[src/rtl/mcdt_fmt_pkg.sv]
// Shared types and helpers for the mcdt packet formatter.
// Holds channel count, FSM state encoding and length decode.
package mcdt_fmt_pkg;

    localparam int NUM_CH = 3;
    localparam int LEN_W  = 6;
    localparam int WCNT_W = 5;

    typedef enum logic [1:0] {
        IDLE,
        REQ,
        SEND,
        END
    } fmt_state_e;

    // Packet length in words: 4, 8, 16 or 32.
    function automatic logic [LEN_W-1:0] len_decode(
        input logic [1:0] code
    );
        return 6'd4 << code;
    endfunction

    // Round-robin successor over channels 0..2.
    function automatic logic [1:0] ch_next(
        input logic [1:0] ch
    );
        return (ch == 2'd2) ? 2'd0 : ch + 2'd1;
    endfunction

endpackage

[src/rtl/mcdt_fmt_fifo.sv]
// Per-channel fall-through FIFO: head word visible while not empty.
// Ports: clk, rstn (async, active-high), wr_en/wr_data, rd_en/rd_data,
// count (occupancy), full, empty. A write while full is accepted only
// when a read happens in the same cycle.
module mcdt_fmt_fifo #(
    parameter int DW    = 32,
    parameter int DEPTH = 32,
    parameter int AW    = $clog2(DEPTH)
) (
    input  logic          clk,
    input  logic          rstn,
    input  logic          wr_en,
    input  logic [DW-1:0] wr_data,
    input  logic          rd_en,
    output logic [DW-1:0] rd_data,
    output logic [AW:0]   count,
    output logic          full,
    output logic          empty
);

    logic [DW-1:0] mem [DEPTH];
    logic [AW-1:0] wr_ptr;
    logic [AW-1:0] rd_ptr;
    logic          do_wr;
    logic          do_rd;

    assign empty   = (count == '0);
    assign full    = count[AW];
    assign do_rd   = rd_en && !empty;
    assign do_wr   = wr_en && (!full || do_rd);
    assign rd_data = mem[rd_ptr];

    always_ff @(posedge clk or posedge rstn) begin
        if (rstn) begin
            wr_ptr <= '0;
            rd_ptr <= '0;
            count  <= '0;
        end else begin
            if (do_wr) wr_ptr <= wr_ptr + 1'b1;
            if (do_rd) rd_ptr <= rd_ptr + 1'b1;
            unique case ({do_wr, do_rd})
                2'b10:   count <= count + 1'b1;
                2'b01:   count <= count - 1'b1;
                default: count <= count;
            endcase
        end
    end

    always_ff @(posedge clk) begin
        if (do_wr) mem[wr_ptr] <= wr_data;
    end

endmodule

[src/rtl/mcdt_formatter.sv]
// Buffers the mcdt word stream per channel and emits fixed-length
// packets over a req/grant handshake, one channel at a time.
// Ports: clk, rstn (async, active-high); mcdt_data_i/val_i/id_i input
// stream; fmt_len_i length code; fmt_grant_i downstream accept;
// fmt_req_o/start_o/end_o/data_o/chid_o/length_o packet side;
// fmt_overflow_o, fmt_id_err_o sticky error flags.
module mcdt_formatter
    import mcdt_fmt_pkg::*;
#(
    parameter int DW         = 32,
    parameter int FIFO_DEPTH = 32
) (
    input  logic          clk,
    input  logic          rstn,
    input  logic [DW-1:0] mcdt_data_i,
    input  logic          mcdt_val_i,
    input  logic [1:0]    mcdt_id_i,
    input  logic [1:0]    fmt_len_i,
    input  logic          fmt_grant_i,
    output logic          fmt_req_o,
    output logic          fmt_start_o,
    output logic          fmt_end_o,
    output logic [DW-1:0] fmt_data_o,
    output logic [1:0]    fmt_chid_o,
    output logic [5:0]    fmt_length_o,
    output logic [2:0]    fmt_overflow_o,
    output logic          fmt_id_err_o
);

    localparam int AW = $clog2(FIFO_DEPTH);
    localparam int CW = AW + 1;

    fmt_state_e        state;
    logic [1:0]        chid_q;
    logic [LEN_W-1:0]  len_q;
    logic [WCNT_W-1:0] wcnt;
    logic [1:0]        rr_ptr;

    logic [NUM_CH-1:0] wr_en;
    logic [NUM_CH-1:0] rd_en;
    logic [NUM_CH-1:0] full;
    logic [NUM_CH-1:0] empty;
    logic [DW-1:0]     head  [NUM_CH];
    logic [CW-1:0]     count [NUM_CH];

    logic [LEN_W-1:0]  req_len;
    logic [3:0]        elig;
    logic              pick_vld;
    logic [1:0]        pick_ch;
    logic              sending;
    logic              last_word;
    logic [DW-1:0]     sel_data;

    for (genvar c = 0; c < NUM_CH; c++) begin : g_fifo
        mcdt_fmt_fifo #(
            .DW    (DW),
            .DEPTH (FIFO_DEPTH)
        ) u_fifo (
            .clk     (clk),
            .rstn    (rstn),
            .wr_en   (wr_en[c]),
            .wr_data (mcdt_data_i),
            .rd_en   (rd_en[c]),
            .rd_data (head[c]),
            .count   (count[c]),
            .full    (full[c]),
            .empty   (empty[c])
        );
    end

    assign sending   = (state == SEND);
    assign req_len   = len_decode(fmt_len_i);
    assign last_word = (wcnt == WCNT_W'(len_q - 6'd1));

    always_comb begin
        wr_en = '0;
        rd_en = '0;
        elig  = '0;
        for (int c = 0; c < NUM_CH; c++) begin
            wr_en[c] = mcdt_val_i && (mcdt_id_i == 2'(c));
            rd_en[c] = sending && (chid_q == 2'(c));
            elig[c]  = (count[c] >= CW'(req_len));
        end
    end

    // Search starts at the channel after the last one served.
    always_comb begin
        logic [1:0] cand;
        pick_vld = 1'b0;
        pick_ch  = rr_ptr;
        cand     = rr_ptr;
        for (int k = 0; k < NUM_CH; k++) begin
            if (!pick_vld && elig[cand]) begin
                pick_vld = 1'b1;
                pick_ch  = cand;
            end
            cand = ch_next(cand);
        end
    end

    always_comb begin
        sel_data = '0;
        for (int c = 0; c < NUM_CH; c++) begin
            if (chid_q == 2'(c)) sel_data = head[c];
        end
    end

    assign fmt_data_o   = sending ? sel_data : '0;
    assign fmt_start_o  = sending && (wcnt == '0);
    assign fmt_end_o    = sending && last_word;
    assign fmt_chid_o   = chid_q;
    assign fmt_length_o = len_q;

    always_ff @(posedge clk or posedge rstn) begin
        if (rstn) begin
            state     <= IDLE;
            chid_q    <= '0;
            len_q     <= '0;
            wcnt      <= '0;
            rr_ptr    <= '0;
            fmt_req_o <= 1'b0;
        end else begin
            unique case (state)
                IDLE: begin
                    if (pick_vld) begin
                        state     <= REQ;
                        chid_q    <= pick_ch;
                        len_q     <= req_len;
                        rr_ptr    <= ch_next(pick_ch);
                        fmt_req_o <= 1'b1;
                    end
                end
                REQ: begin
                    if (fmt_grant_i) begin
                        state     <= SEND;
                        wcnt      <= '0;
                        fmt_req_o <= 1'b0;
                    end
                end
                SEND: begin
                    if (last_word) begin
                        state  <= END;
                        chid_q <= '0;
                        len_q  <= '0;
                        wcnt   <= '0;
                    end else begin
                        wcnt <= wcnt + 1'b1;
                    end
                end
                END: begin
                    state <= IDLE;
                end
                default: begin
                    state <= IDLE;
                end
            endcase
        end
    end

    // A push into a full FIFO is kept only if that FIFO pops this cycle.
    always_ff @(posedge clk or posedge rstn) begin
        if (rstn) begin
            fmt_overflow_o <= '0;
            fmt_id_err_o   <= 1'b0;
        end else begin
            for (int c = 0; c < NUM_CH; c++) begin
                if (wr_en[c] && full[c] && !rd_en[c])
                    fmt_overflow_o[c] <= 1'b1;
            end
            if (mcdt_val_i && (mcdt_id_i == 2'd3))
                fmt_id_err_o <= 1'b1;
        end
    end

    logic unused_ok;
    assign unused_ok = ^empty;

endmodule

[config.mk]
export PLATFORM = sky130hd
export DESIGN_NAME = mcdt_formatter
export DESIGN_NICKNAME = d
export VERILOG_FILES = /design/src/rtl/mcdt_fmt_pkg.sv /design/src/rtl/mcdt_fmt_fifo.sv /design/src/rtl/mcdt_formatter.sv
export SDC_FILE = /design/constraint.sdc
export NUM_CORES = 2
export LEC_CHECK = 0
export BUFFER_PORTS_ARGS = -buffer_cell sky130_fd_sc_hd__buf_2
export CAP_MARGIN = 20
export CORE_MARGIN = 4
export CORE_UTILIZATION = 30
export CTS_CLUSTER_DIAMETER = 100
export DETAILED_ROUTE_END_ITERATION = 12
export GPL_TIMING_DRIVEN = 0
export PLACE_DENSITY = 0.5
export SYNTH_ARGS = -nofsm -noshare
export SYNTH_HDL_FRONTEND = slang
export SYNTH_SLANG_ARGS = --single-unit
[constraint.sdc]
create_clock -name clk -period 10 [get_ports clk]
set_input_delay 2 -clock clk [delete_from_list [all_inputs] [get_ports clk]]
set_output_delay 2 -clock clk [all_outputs]
set_load 0.05 [all_outputs]
Yosys cells after proc, flatten, opt, wreduce, memory -nomap -nowiden
Memories as Yosys holds them, arrays and structs flattened.
Cells that the tools add are included.
{"block": "totals", "output_inout_bits": 47, "n_memories": 3, "input_bits": 40, "elab_cells": 165, "latch_bits": 0, "regBits": 70, "rom_bits": 0, "mem_bits_rw": 3072}
{"block": "classes", "addsub": 17, "muxes": 43, "n_lt_le_gt_ge": 6, "eq_ne": 21, "mul": 0, "shift": 1, "div": 0, "reduce_logical": 55, "bitwise": 0}
{"name": "g_fifo[0].u_fifo.mem", "words": 32, "word_bits": 32, "rd": 1, "rd_clocked_by_memory_dff": 0, "write_ports": 1, "line_no": "mcdt_fmt_fifo.sv:21", "rtl": "logic [DW-1:0] mem [DEPTH];"}
{"name": "g_fifo[1].u_fifo.mem", "words": 32, "word_bits": 32, "rd": 1, "rd_clocked_by_memory_dff": 0, "write_ports": 1, "line_no": "mcdt_fmt_fifo.sv:21"}
{"name": "g_fifo[2].u_fifo.mem", "words": 32, "word_bits": 32, "rd": 1, "rd_clocked_by_memory_dff": 0, "write_ports": 1, "line_no": "mcdt_fmt_fifo.sv:21"}
{"cell": "two-way mux 32 bit", "count": 4}
{"cell": "case mux 6 bit (2 select lines)", "count": 4}
{"cell": "adder 5 x 1 -> 5 bit (second input constant)", "count": 7}
{"cell": "logical AND 1 bit", "count": 23}
{"cell": "equality test 2 bit (second input constant)", "count": 11}
{"cell": "two-way mux 2 bit", "count": 10}
{"cell": "adder 6 x 1 -> 6 bit (second input constant)", "count": 3}
{"cell": ">= comparator 6 bit", "count": 3}
{"cell": "zero test 6 bit", "count": 3}
{"cell": "subtractor 6 x 1 -> 6 bit (second input constant)", "count": 3}
{"cell": "two-way mux 1 bit", "count": 14}
{"cell": "equality test 2 x 1 -> 1 bit (second input constant)", "count": 6}
{"cell": "two-way mux 6 bit", "count": 2}
{"cell": "nonzero test 2 bit", "count": 6}
{"cell": "zero test 1 bit", "count": 11}
{"cell": "two-way mux 5 bit", "count": 2}
{"cell": "case mux 5 bit (2 select lines)", "count": 1}
{"cell": "< comparator 2 x 3 -> 1 bit (second input constant)", "count": 3}
{"cell": "AND reduction 3 bit", "count": 3}
{"cell": "case mux 2 bit (4 select lines)", "count": 1}
{"cell": "adder 2 x 1 -> 2 bit (second input constant)", "count": 3}
{"cell": "binary-select mux 1 bit (select 2 bit)", "count": 3}
{"cell": "zero test 2 bit", "count": 3}
{"cell": "<< shifter 3 x 2 -> 6 bit (first input constant)", "count": 1}
{"cell": "9 further kinds", "count": 13}

Logic depth before layout (Yosys ltp)
{"block": "logic_depth", "word_depth": 13, "ltp_mapped": 15, "depth_no_buf": 14}

Modules after synthesis
A second synthesis with hierarchy kept.
{"block": "hier_totals", "cells_unflattened": 5725, "hier_area_um2": 121726.7}
{"module": "mcdt_fmt_fifo", "cells_per_inst": 1804, "area_each_um2": 39800.7, "seq_area_each_um2": 31149.9, "instances": 3}
{"module": "mcdt_formatter", "cells_per_inst": 313, "area_each_um2": 2324.7, "seq_area_each_um2": 500.5, "instances": 1}

Worst setup path after synthesis
OpenSTA, ideal clock, no wires.
{"block": "synth_path", "path_kind": "in2reg", "startpoint": "input mcdt_id_i[0]", "endpoint": "memory g_fifo[0].u_fifo.mem[31][0] (enable)", "t_arrival_ps": 4428, "required_ps": 9579, "n_path_buf": 0, "slack_ps": 5151, "setup_ps": 421, "stages": 4, "path_cell_list": "or3b_2 -> a21oi_2 -> nand2_1 -> nor2_1"}
{"block": "synth_between", "elab_chain_len": 5}
{"element": "start, declared", "line_no": "mcdt_formatter.sv:17", "rtl": "input logic [1:0] mcdt_id_i,"}
{"element": "zero test 2 bit", "line_no": "mcdt_formatter.sv:80", "rtl": "wr_en[c] = mcdt_val_i && (mcdt_id_i == 2'(c));"}
{"element": "logical AND 1 bit", "line_no": "mcdt_formatter.sv:80"}
{"element": "logical AND 1 bit", "line_no": "mcdt_fmt_fifo.sv:30", "rtl": "assign do_wr = wr_en && (!full || do_rd);"}
{"element": "two-way mux 1 bit", "line_no": "mcdt_fmt_fifo.sv:50", "rtl": "if (do_wr) mem[wr_ptr] <= wr_data;"}
{"element": "two-way mux 1 bit (implied by the code)", "line_no": "mcdt_fmt_fifo.sv:50"}
{"element": "end, declared", "line_no": "mcdt_fmt_fifo.sv:21"}
No other way between the ends.

Worst setup path after layout
{"block": "layout_path", "startpoint": "register g_fifo[1].u_fifo.rd_ptr[1]", "endpoint": "output fmt_data_o[0]"}
{"block": "layout_between", "elab_chain_len": 4}
{"element": "start, declared", "line_no": "mcdt_fmt_fifo.sv:23", "rtl": "logic [AW-1:0] rd_ptr;"}
{"element": "start signal, assigned", "line_no": "mcdt_fmt_fifo.sv:40", "rtl": "if (do_rd) rd_ptr <= rd_ptr + 1'b1;"}
{"element": "memory read (32 x 32 bit)"}
{"element": "two-way mux 32 bit (2 in a row)", "line_no": "mcdt_formatter.sv:104", "rtl": "if (chid_q == 2'(c)) sel_data = head[c];"}
{"element": "two-way mux 32 bit", "line_no": "mcdt_formatter.sv:108", "rtl": "assign fmt_data_o = sending ? sel_data : '0;"}
{"element": "end, declared", "line_no": "mcdt_formatter.sv:23", "rtl": "output logic [DW-1:0] fmt_data_o,"}
No other way between the ends.

==> impl_metrics.env <==
export IMPL_cts_buffers=332
export IMPL_leakage_uw=0.0450
export IMPL_grt_max_degree=81
export IMPL_place_hpwl_mm=246
export IMPL_netSwitchingFraction=0.317
export IMPL_finalSetupViolCount=0
export IMPL_ys_seq_area_frac=0.773
export IMPL_finalWirelength_mm=362
export IMPL_clk_insertion_delay_late_ps=920
export IMPL_report_final_slew_viol_count=0
export IMPL_dp_cells=11200
export IMPL_cts_root_buffer="clkbuf_16"
export IMPL_setup_ws_ps=2200
export IMPL_rsz0062_at_grt="no"
export IMPL_internal_power_uw=25700
export IMPL_drtPass1Iterations=5
export IMPL_skew_ps=47.5
export IMPL_drt_wirelength_per_cell_um=30.5
export IMPL_powerDensity_nw_per_um2=262
export IMPL_cts_repair_resized=0
export IMPL_post_route_period_util=0.780
export IMPL_top_level_ports=87
export IMPL_grt_usage=0.170
export IMPL_drive_gt1_frac=0.267
export IMPL_drc=0
export IMPL_crit_type="reg2out"
export IMPL_initial_core_util=0.301
export IMPL_die_h_um=644
export IMPL_grt_pass1_vias=61200
export IMPL_async_flop_share=0.0217
export IMPL_numPortBuffers=84
export IMPL_synth_warnings=0
export IMPL_layout_common_cells="3072 x edfxtp_1, 690 x mux4_2, 341 x mux2i_1"
export IMPL_cts_sinks=3140
export IMPL_clock_power_share=0.326
export IMPL_timing_hold_ws_ps=465
export IMPL_timing_fmax_mhz=128
export IMPL_core_um2=403000
export IMPL_htree_levels=5
export IMPL_area_growth_pct=18.3
export IMPL_worst_pin_slew_ps=1250
export IMPL_avgViaCountPerCell=5.12
export IMPL_final_cells=11900
export IMPL_fin_nets=6276
export IMPL_synth_cell_type_count=67
export IMPL_post_cts_buffers=0
export IMPL_vias=60800
export IMPL_tns_ps=0
export IMPL_required_ps=8000
export IMPL_synth_area_um2=121000
export IMPL_synth_edf_count=3072
export IMPL_hp_class="reg2reg"
export IMPL_post_synth_top_area_fraction=0.759
export IMPL_layout_commonest_cell="edfxtp_1"
export IMPL_status="complete, no violations"
export IMPL_yosys_area_top_type="edfxtp_1"
export IMPL_cts_tree="built"
export IMPL_antenna_found_initial=32
export IMPL_drv_cap=0
export IMPL_fin_crit_ps=7800
export IMPL_gp_congestion=0.863
export IMPL_path_clk_slew_ps=60
export IMPL_die_x_um=644
export IMPL_hold_violations=0
export IMPL_antenna_left=0
export IMPL_pwr_share_comb=0.280
export IMPL_cts_hold_buf=0
export IMPL_die_area_um2=415000
export IMPL_crit_fanout=10
export IMPL_start_kind="flop"
export IMPL_grt_pass1_wl_mm=499
export IMPL_ir_worst_vdd_uv=160
export IMPL_arrival_ps=5800
export IMPL_drt_first_iter_violations=7273
export IMPL_ys_ff_latch=3140
export IMPL_maxSlewHeadroom=0.163
export IMPL_end_kind="primary output"
export IMPL_switchingPower_uw=11900
export IMPL_gr_total_overflow=0
export IMPL_synthTopCellsByArea="edfxtp_1 76%, mux4_2 13%, mux2i_1 2.8%"
export IMPL_synthCells=5599
export IMPL_synth_area_per_cell_um2=21.7
export IMPL_clockBufferDepth=4
export IMPL_dpl_worst_slack_ps=3010
export IMPL_synthFlopType="edfxtp_1"
export IMPL_rows=233
export IMPL_seqPwrFrac=0.394
==> critical path: stages (launching register included) <==
cell and delay (ps):
dfrtp_1 360, buf_2 200, buf_2 470, buf_1 870
mux4_2 370, mux2i_1 90, o21ai_1 680, o2111ai_1 690
nor2_1 750, buf_2 390
==> sequential cells by signal, summed over array words and instances (netlist names) <==
register,cells
g_fifo.u_fifo.mem,3072
g_fifo.u_fifo.count,18
g_fifo.u_fifo.rd_ptr,15
g_fifo.u_fifo.wr_ptr,15
wcnt,5
fmt_length_o,4
fmt_overflow_o,3
fmt_chid_o,2
rr_ptr,2
state,2
fmt_id_err_o,1
fmt_req_o,1
==> metal layers <==
layer	vias up	GRT usage	part of all wire
met3	522	0.0282	0.066
met1	33200	0.234	0.42
met5	-	0	0.00013
li1	24800	-	-
met4	6	0.0535	0.034
met2	2205	0.277	0.48
==> metrics by stage <==
step           area, um^2  utilization  power, uW
4_1_cts            144000        0.356      38000
3_3_place_gp       129000        0.319      25500
6_report           144000        0.357      37600
3_5_place_dp       133000        0.330      25800
5_1_grt            144000        0.357      39000
2_1_floorplan      121000            -      21400
==> power groups by stage <==
stage / combinational (uW) / clock, uW / sequential (uW)
after floorplan: 6280 / 0 / 15100
after global placement: 10400 / 0 / 15100
after detailed placement: 10700 / 0 / 15100
after CTS: 10700 / 12500 / 14800
after global routing: 11100 / 13100 / 14800
final: 10500 / 12200 / 14800
==> path summary, 6_finish.rpt <==
kind                                                 start                          end  slack (ps)  cells after the start
worst min register to register                fmt_id_err_o                 fmt_id_err_o         470                      1
max in group asynchronous                             rstn   g_fifo[2].u_fifo.wr_ptr[1]        8180                      3
worst min-delay path                          fmt_id_err_o                 fmt_id_err_o         470                      1
worst max-delay path            g_fifo[1].u_fifo.rd_ptr[1]                fmt_data_o[0]        2200                      9
worst max register to register               fmt_chid_o[0]  g_fifo[1].u_fifo.mem[1][13]        4710                      9
min in group asynchronous                             rstn                     state[1]        1140                      2
==> cell type report <==
type / instances / area (um^2)
sequential: 3140 / 94000
fill: 37200 / 259000
multi-input combinational: 2128 / 26500
inverter: 38 / 145
timing repair buffer: 250 / 3980
clock buffer: 405 / 8750
buffer: 294 / 1610
clock inverter: 204 / 1980
tap: 5405 / 6760
antenna: 9 / 22.5
==> cell usage after synthesis (7+ instances only) <==
library cell,count
or3_1,7
nand3_1,13
buf_1,28
ha_1,49
nand2_1,80
mux2i_1,341
o2111ai_1,27
clkbuf_1,105
mux4_2,690
inv_1,38
xor2_1,14
nand4_1,13
nand3b_1,13
o22ai_1,140
a221oi_2,9
mux2_2,8
xnor2_1,27
a221oi_1,31
o21ai_1,31
a21oi_1,53
buf_4,52
nor3_1,95
edfxtp_1,3072
a2111oi_0,7
a22oi_1,11
o21ai_0,115
or3b_2,8
nand2b_1,17
nor2_1,211
a211oi_1,9
buf_2,89
a22o_1,10
dfrtp_1,68
nor2b_1,14
buf_6,13
==> cells by family after synthesis <==
logic type               synth area share
AO/OA/AOI/OAI                      0.0271
other                           0.0000309
XOR/XNOR                          0.00314
adder cells (fa/ha/maj)           0.00554
AND/OR/NAND/NOR                    0.0183
buffers and inverters              0.0144
flip-flops                          0.773
multiplexers                        0.158
Note: power is estimated with default switching activity, not from simulation.
